File: config.mk
export PLATFORM = sky130hd
export DESIGN_NAME = instruction_fetch_unit
export DESIGN_NICKNAME = d
export VERILOG_FILES = /design/src/rtl/fetch_pkg.sv /design/src/rtl/if_id_register.sv /design/src/rtl/instruction_fetch_unit.sv
export SDC_FILE = /design/constraint.sdc
export NUM_CORES = 1
export LEC_CHECK = 0
export CAP_MARGIN = 10
export CORE_UTILIZATION = 40
export CTS_CLUSTER_DIAMETER = 60
export DETAILED_ROUTE_END_ITERATION = 16
export PLACE_DENSITY_LB_ADDON = 0.2
export REMOVE_ABC_BUFFERS = 1
export SYNTH_ARGS = -nofsm -noshare
export SYNTH_HDL_FRONTEND = slang
export SYNTH_SLANG_ARGS = --single-unit
File: constraint.sdc
create_clock -name clk_e -period 2.6 [get_ports clk_e]
set_input_delay 0.52 -clock clk_e [delete_from_list [all_inputs] [get_ports clk_e]]
set_output_delay 0.52 -clock clk_e [all_outputs]
set_load 0.01 [all_outputs]
File: src/rtl/fetch_pkg.sv
// -----------------------------------------------------------------------------
// fetch_pkg
// Shared constants and types for the instruction fetch stage.
//   NOP_INSTR   : encoding loaded into IF/ID for a bubble
//   HALT_OPCODE : opcode field [31:26] that stops fetching
//   fetch_state_e : RUN / HALT state encoding of the fetch FSM
// -----------------------------------------------------------------------------
package fetch_pkg;

    localparam logic [31:0] NOP_INSTR   = 32'h0000_0000;
    localparam logic [5:0]  HALT_OPCODE = 6'h3f;

    typedef enum logic {
        ST_RUN  = 1'b0,
        ST_HALT = 1'b1
    } fetch_state_e;

endpackage : fetch_pkg

File: src/rtl/if_id_register.sv
// -----------------------------------------------------------------------------
// if_id_register
// Pipeline register between fetch and decode.
// Ports:
//   i_clk, i_reset           : clock, synchronous active-high reset
//   i_hold                   : keep current contents
//   i_bubble                 : load NOP with valid=0 (wins over i_hold)
//   i_instr, i_pc_plus4      : values captured on a normal load
//   o_instr, o_pc_plus4,
//   o_valid                  : registered IF/ID contents
// -----------------------------------------------------------------------------
module if_id_register
    import fetch_pkg::*;
(
    input  logic        i_clk,
    input  logic        i_reset,
    input  logic        i_hold,
    input  logic        i_bubble,
    input  logic [31:0] i_instr,
    input  logic [31:0] i_pc_plus4,
    output logic [31:0] o_instr,
    output logic [31:0] o_pc_plus4,
    output logic        o_valid
);

    logic [31:0] r_instr;
    logic [31:0] r_pc_plus4;
    logic        r_valid;

    always_ff @(posedge i_clk) begin
        if (i_reset) begin
            r_instr    <= NOP_INSTR;
            r_pc_plus4 <= 32'h0;
            r_valid    <= 1'b0;
        end else if (i_bubble) begin
            r_instr    <= NOP_INSTR;
            r_pc_plus4 <= 32'h0;
            r_valid    <= 1'b0;
        end else if (!i_hold) begin
            r_instr    <= i_instr;
            r_pc_plus4 <= i_pc_plus4;
            r_valid    <= 1'b1;
        end
    end

    assign o_instr    = r_instr;
    assign o_pc_plus4 = r_pc_plus4;
    assign o_valid    = r_valid;

endmodule : if_id_register

File: src/rtl/instruction_fetch_unit.sv
// -----------------------------------------------------------------------------
// instruction_fetch_unit
// Fetch stage: drives pc to instruction memory, captures the returned word
// into IF/ID one cycle later, handles stall, redirect, halt opcode and
// out-of-range fetch faults.
// Ports:
//   clk_e, reset       : clock, synchronous active-high reset
//   pc                 : fetch byte address
//   Instruction_Code   : combinational memory data for pc
//   stall              : hold pc and IF/ID
//   redirect,
//   redirect_target    : load a new word-aligned fetch address, flush IF/ID
//   if_id_instr,
//   if_id_pc_plus4,
//   if_id_valid        : IF/ID register outputs
//   halted             : FSM is in HALT
//   fault              : sticky out-of-range fetch flag
//   o_dbg_state        : current FSM state
// Control priority: reset > HALT > redirect > stall > range fault > advance.
// -----------------------------------------------------------------------------
module instruction_fetch_unit
    import fetch_pkg::*;
#(
    parameter int          IMEM_BYTES = 32,
    parameter logic [31:0] RESET_PC   = 32'h0
) (
    input  logic         clk_e,
    input  logic         reset,
    output logic [31:0]  pc,
    input  logic [31:0]  Instruction_Code,
    input  logic         stall,
    input  logic         redirect,
    input  logic [31:0]  redirect_target,
    output logic [31:0]  if_id_instr,
    output logic [31:0]  if_id_pc_plus4,
    output logic         if_id_valid,
    output logic         halted,
    output logic         fault,
    output fetch_state_e o_dbg_state
);

    // Highest address at which a full 32-bit word still fits in memory.
    localparam logic [31:0] LAST_WORD_ADDR = 32'(IMEM_BYTES - 4);

    fetch_state_e r_state;
    logic [31:0]  r_pc;
    logic         r_fault;

    logic [31:0]  w_pc_plus4;
    logic [31:0]  w_redirect_pc;
    logic         w_out_of_range;
    logic         w_halt_word;
    logic         w_hold;
    logic         w_bubble;
    logic         w_unused;

    // Modulo 2^32 by construction of the 32-bit sum.
    assign w_pc_plus4     = r_pc + 32'd4;
    assign w_redirect_pc  = {redirect_target[31:2], 2'b00};
    assign w_out_of_range = (r_pc > LAST_WORD_ADDR);
    assign w_halt_word    = (Instruction_Code[31:26] == HALT_OPCODE);
    // Low target bits are discarded by word alignment.
    assign w_unused       = ^redirect_target[1:0];

    always_comb begin
        w_hold   = 1'b0;
        w_bubble = 1'b0;
        if (r_state == ST_HALT) begin
            w_bubble = 1'b1;
        end else if (redirect) begin
            w_bubble = 1'b1;
        end else if (stall) begin
            w_hold = 1'b1;
        end else if (w_out_of_range) begin
            w_bubble = 1'b1;
        end
    end

    always_ff @(posedge clk_e) begin
        if (reset) begin
            r_state <= ST_RUN;
            r_pc    <= RESET_PC;
            r_fault <= 1'b0;
        end else begin
            case (r_state)
                ST_RUN: begin
                    if (redirect) begin
                        r_pc <= w_redirect_pc;
                    end else if (stall) begin
                        r_pc <= r_pc;
                    end else if (w_out_of_range) begin
                        // pc stays on the faulting address for debug.
                        r_fault <= 1'b1;
                        r_state <= ST_HALT;
                    end else begin
                        r_pc <= w_pc_plus4;
                        if (w_halt_word) begin
                            r_state <= ST_HALT;
                        end
                    end
                end
                ST_HALT: begin
                    r_state <= ST_HALT;
                end
                default: begin
                    r_state <= ST_RUN;
                end
            endcase
        end
    end

    if_id_register u_if_id (
        .i_clk      (clk_e),
        .i_reset    (reset),
        .i_hold     (w_hold),
        .i_bubble   (w_bubble),
        .i_instr    (Instruction_Code),
        .i_pc_plus4 (w_pc_plus4),
        .o_instr    (if_id_instr),
        .o_pc_plus4 (if_id_pc_plus4),
        .o_valid    (if_id_valid)
    );

    assign pc          = r_pc;
    assign fault       = r_fault;
    assign halted      = (r_state == ST_HALT);
    assign o_dbg_state = r_state;

endmodule : instruction_fetch_unit

==> insert_results.sql <==
INSERT INTO impl_metrics (metric_group, metric, value, unit) VALUES
('placed_design', 'dp.final_hpwl', '8790', 'µm'),
('layout', 'flow.area_growth_from_synthesis', '45.6', '%'),
('drt', 'route.antenna.remaining_nets', '0', ''),
('clock_tree', 'clk_latency', '0.36', 'ns'),
('flow_run', 'maxCapViolCount', '0', ''),
('clock_tree', 'cts.sinks', '95', ''),
('floorplanning', 'floorplan.die.height', '106', 'µm'),
('power_and_ir_drop', 'power_dens_cells', '511', 'mW/mm²'),
('drt', 'drt-vias-per-instance', '5.20', ''),
('drt', 'route.detailed.drc', '0', ''),
('layout', 'nNetsFinal', '752', ''),
('floorplanning', 'count_of_pins_on_the_block_boundary', '168', ''),
('global_routing', 'antenna_violations_before_repair', '0', ''),
('synth', 'syn_area_per_cell', '8.10', 'µm²'),
('drt', 'routed_wire_length_per_instance', '15.1', 'µm'),
('timing', 'fin_worst_skew', '0.0118', 'ns'),
('min_path', 'hp-class', 'register to register', ''),
('global_routing', 'global_route.usage.total', '22.2', '%'),
('global_routing', 'first_pass_grt_wire_length', '19800', 'µm'),
('worst_setup_path', 'worstSetupStartpoint', 'pc[19]', ''),
('floorplanning', 'die-area', '0.0112', 'mm²'),
('drt', 'detail_route.wirelength', '12400', 'µm'),
('synth', 'seq_area_frac_synth', '44.1', '%'),
('synth', 'synth_top_cell_by_area', 'dfxtp_1', ''),
('placed_design', 'buffer_ports.inserted', '161', ''),
('synth', 'synth_warnings', '0', ''),
('synth', 'postSynth.asyncResetShare', '0', '%'),
('global_routing', 'grt_busiest_layer', 'met2', ''),
('global_routing', 'grt_util_met1', '28.4', '%'),
('floorplanning', 'rows', '37', ''),
('clock_tree', 'cts_root_buffer', 'clkbuf_8', ''),
('synth', 'synth-edff-count', '0', ''),
('layout', 'layout_common_cells', 'clkdlybuf4s50_1 (160), nand2_1 (109), dfxtp_1 (95), a21oi_1 (57), nor2_1 (53)', ''),
('timing', 'max_clock_freq', '0.441', 'GHz'),
('global_routing', 'grt_overflow', '0', ''),
('clock_tree', 'clkTransAtPathRegs', '0.09', 'ns'),
('synth', 'top_post_synthesis_cells_by_area', 'dfxtp_1 (44%), nand2_1 (9.6%), a21oi_1 (6.6%)', ''),
('power_and_ir_drop', 'irDropWorstVdd', '0.208', 'mV'),
('global_routing', 'first_global_vias', '4024', ''),
('synth', 'synth_top_flop_cell', 'dfxtp_1', ''),
('clock_tree', 'cts_buffers', '9', ''),
('layout', 'final_core_util', '60.3', '%'),
('synth', 'synth_area', '0.00432', 'mm²'),
('layout', 'layout_commonest_cell', 'clkdlybuf4s50_1', ''),
('clock_tree', 'cts-resized-gates', '0', ''),
('clock_tree', 'htree_levels', '3', ''),
('worst_setup_path', 'cp_data_required_time', '2.89', 'ns'),
('floorplanning', 'die_x', '106', 'µm'),
('layout', 'num-fill-cells', '938', ''),
('timing', 'setup-tns-final', '0', 'ns'),
('timing', 'time_the_worst_path_needs_with_i_o_delays_and_setup', '2.27', 'ns'),
('timing', 'finalSetupViolCount', '0', ''),
('status', 'outcome', 'finished, final reports clean', ''),
('layout', 'final_layout_size_suffix_gt1_share', '8.75', '%'),
('drt', 'first_iter_violations', '228', ''),
('floorplanning', 'start_util', '41.4', '%'),
('placed_design', 'gp_congestion', '0.806', ''),
('power_and_ir_drop', 'leakage', '2.25', 'nW'),
('clock_tree', 'postCtsHoldBufs', '0', ''),
('global_routing', 'grt_start_max_net_pins', '43', ''),
('global_routing', 'groute.layer.met2.usage', '36.0', '%'),
('drt', 'routed-via-count', '4277', ''),
('placed_design', 'preCtsSetupSlack', '0.353', 'ns'),
('global_routing', 'met3_usage', '4.14', '%'),
('clock_tree', 'cts_tree', 'yes', ''),
('clock_tree', 'maximum_buffer_depth_of_the_clock_tree', '2', ''),
('synth', 'post-synth-top-area-fraction', '44.1', '%'),
('min_path', 'min_from', 'fault', ''),
('synth', 'post_synth_inst_count', '533', ''),
('timing', 'grt_setup_unrepaired', 'no', ''),
('timing', 'timing.final.crit_share', '87.2', '%');
[routing by layer]
metal | share of wire, % | up-vias
met5 | 0 | -
met4 | 2.1 | 0
met3 | 7.7 | 25
met2 | 44 | 177
met1 | 46 | 1948
li1 | - | 2127
[synthesized netlist by cell type, types with 2 or more instances]
cell type / count
nor3_1: 15
o41ai_1: 2
nor4_1: 9
nand3_1: 23
or4_1: 2
inv_1: 6
nor2_1: 53
a211oi_2: 5
nand2b_1: 5
a211o_1: 3
buf_2: 13
ha_1: 2
a311oi_1: 2
a211oi_1: 20
o21ai_0: 4
a21oi_1: 57
xor2_1: 3
nor4_2: 5
and2_1: 2
nand2_1: 110
o31ai_1: 5
buf_4: 6
or3_1: 2
clkbuf_1: 27
nand4_1: 3
and4_1: 5
a22oi_1: 6
dfxtp_1: 95
xnor2_1: 19
buf_1: 3
[where the power goes]
part	switching, W	internal, W
clock network	0.000499	0.000561
logic	0.000279	0.000295
registers	0.0000668	0.00151
[flip-flops by register name, indices dropped and copies added (netlist names)]
signal,flops
fault,1
halted,1
u_if_id.o_pc_plus4,30
pc,30
u_if_id.o_instr,32
u_if_id.o_valid,1
[area by class of cell]
| class | instances | area [µm²] | area share, % |
|---|---|---|---|
| tap | 136 | 170 | 2.71 |
| clock inverter | 4 | 70.1 | 1.11 |
| timing repair buffer | 185 | 1800 | 28.6 |
| sequential | 95 | 1900 | 30.3 |
| multi-input combinational | 385 | 2180 | 34.7 |
| inverter | 6 | 22.5 | 0.358 |
| clock buffer | 11 | 141 | 2.25 |
[worst max-delay path: stages (launching register included)]
cell and delay [ns]:
dfxtp_1 0.38, nor4_1 0.48, o2111ai_1 0.33, o41a_1 0.56
a211o_1 0.31, a21oi_1 0.14
[cell families (layout without fill, tap and decap cells)]
family,after synthesis,after routing,synth area share [%]
multiplexers,1,1,0.232
adder cells (fa/ha/maj),2,2,0.580
other,1,4,0.0869
flip-flops,95,95,44.1
XOR/XNOR,22,22,4.46
AND/OR/NAND/NOR,243,243,27.0
AO/OA/AOI/OAI,113,113,17.6
buffers and inverters,56,206,5.94
[metrics by stage]
stage	std cells	area [µm²]	power [W]	hold slack (ns)
6_report	822	6280	0.00321	0.445
5_1_grt	822	6280	0.00337	0.477
4_1_cts	822	6280	0.00325	0.449
3_5_place_dp	807	6070	0.00219	0.436
3_3_place_gp	807	6070	0.00218	0.437
2_1_floorplan	486	4090	0.00185	0.463
[final timing paths]
kind | end | slack, ns | cells after the start
worst max-delay path | pc[7] | 0.33 | 5
worst min-delay path | fault | 0.44 | 2
worst max register to register | pc[7] | 0.33 | 5
worst min register to register | fault | 0.44 | 2
Note: power is estimated with default switching activity, not from simulation.
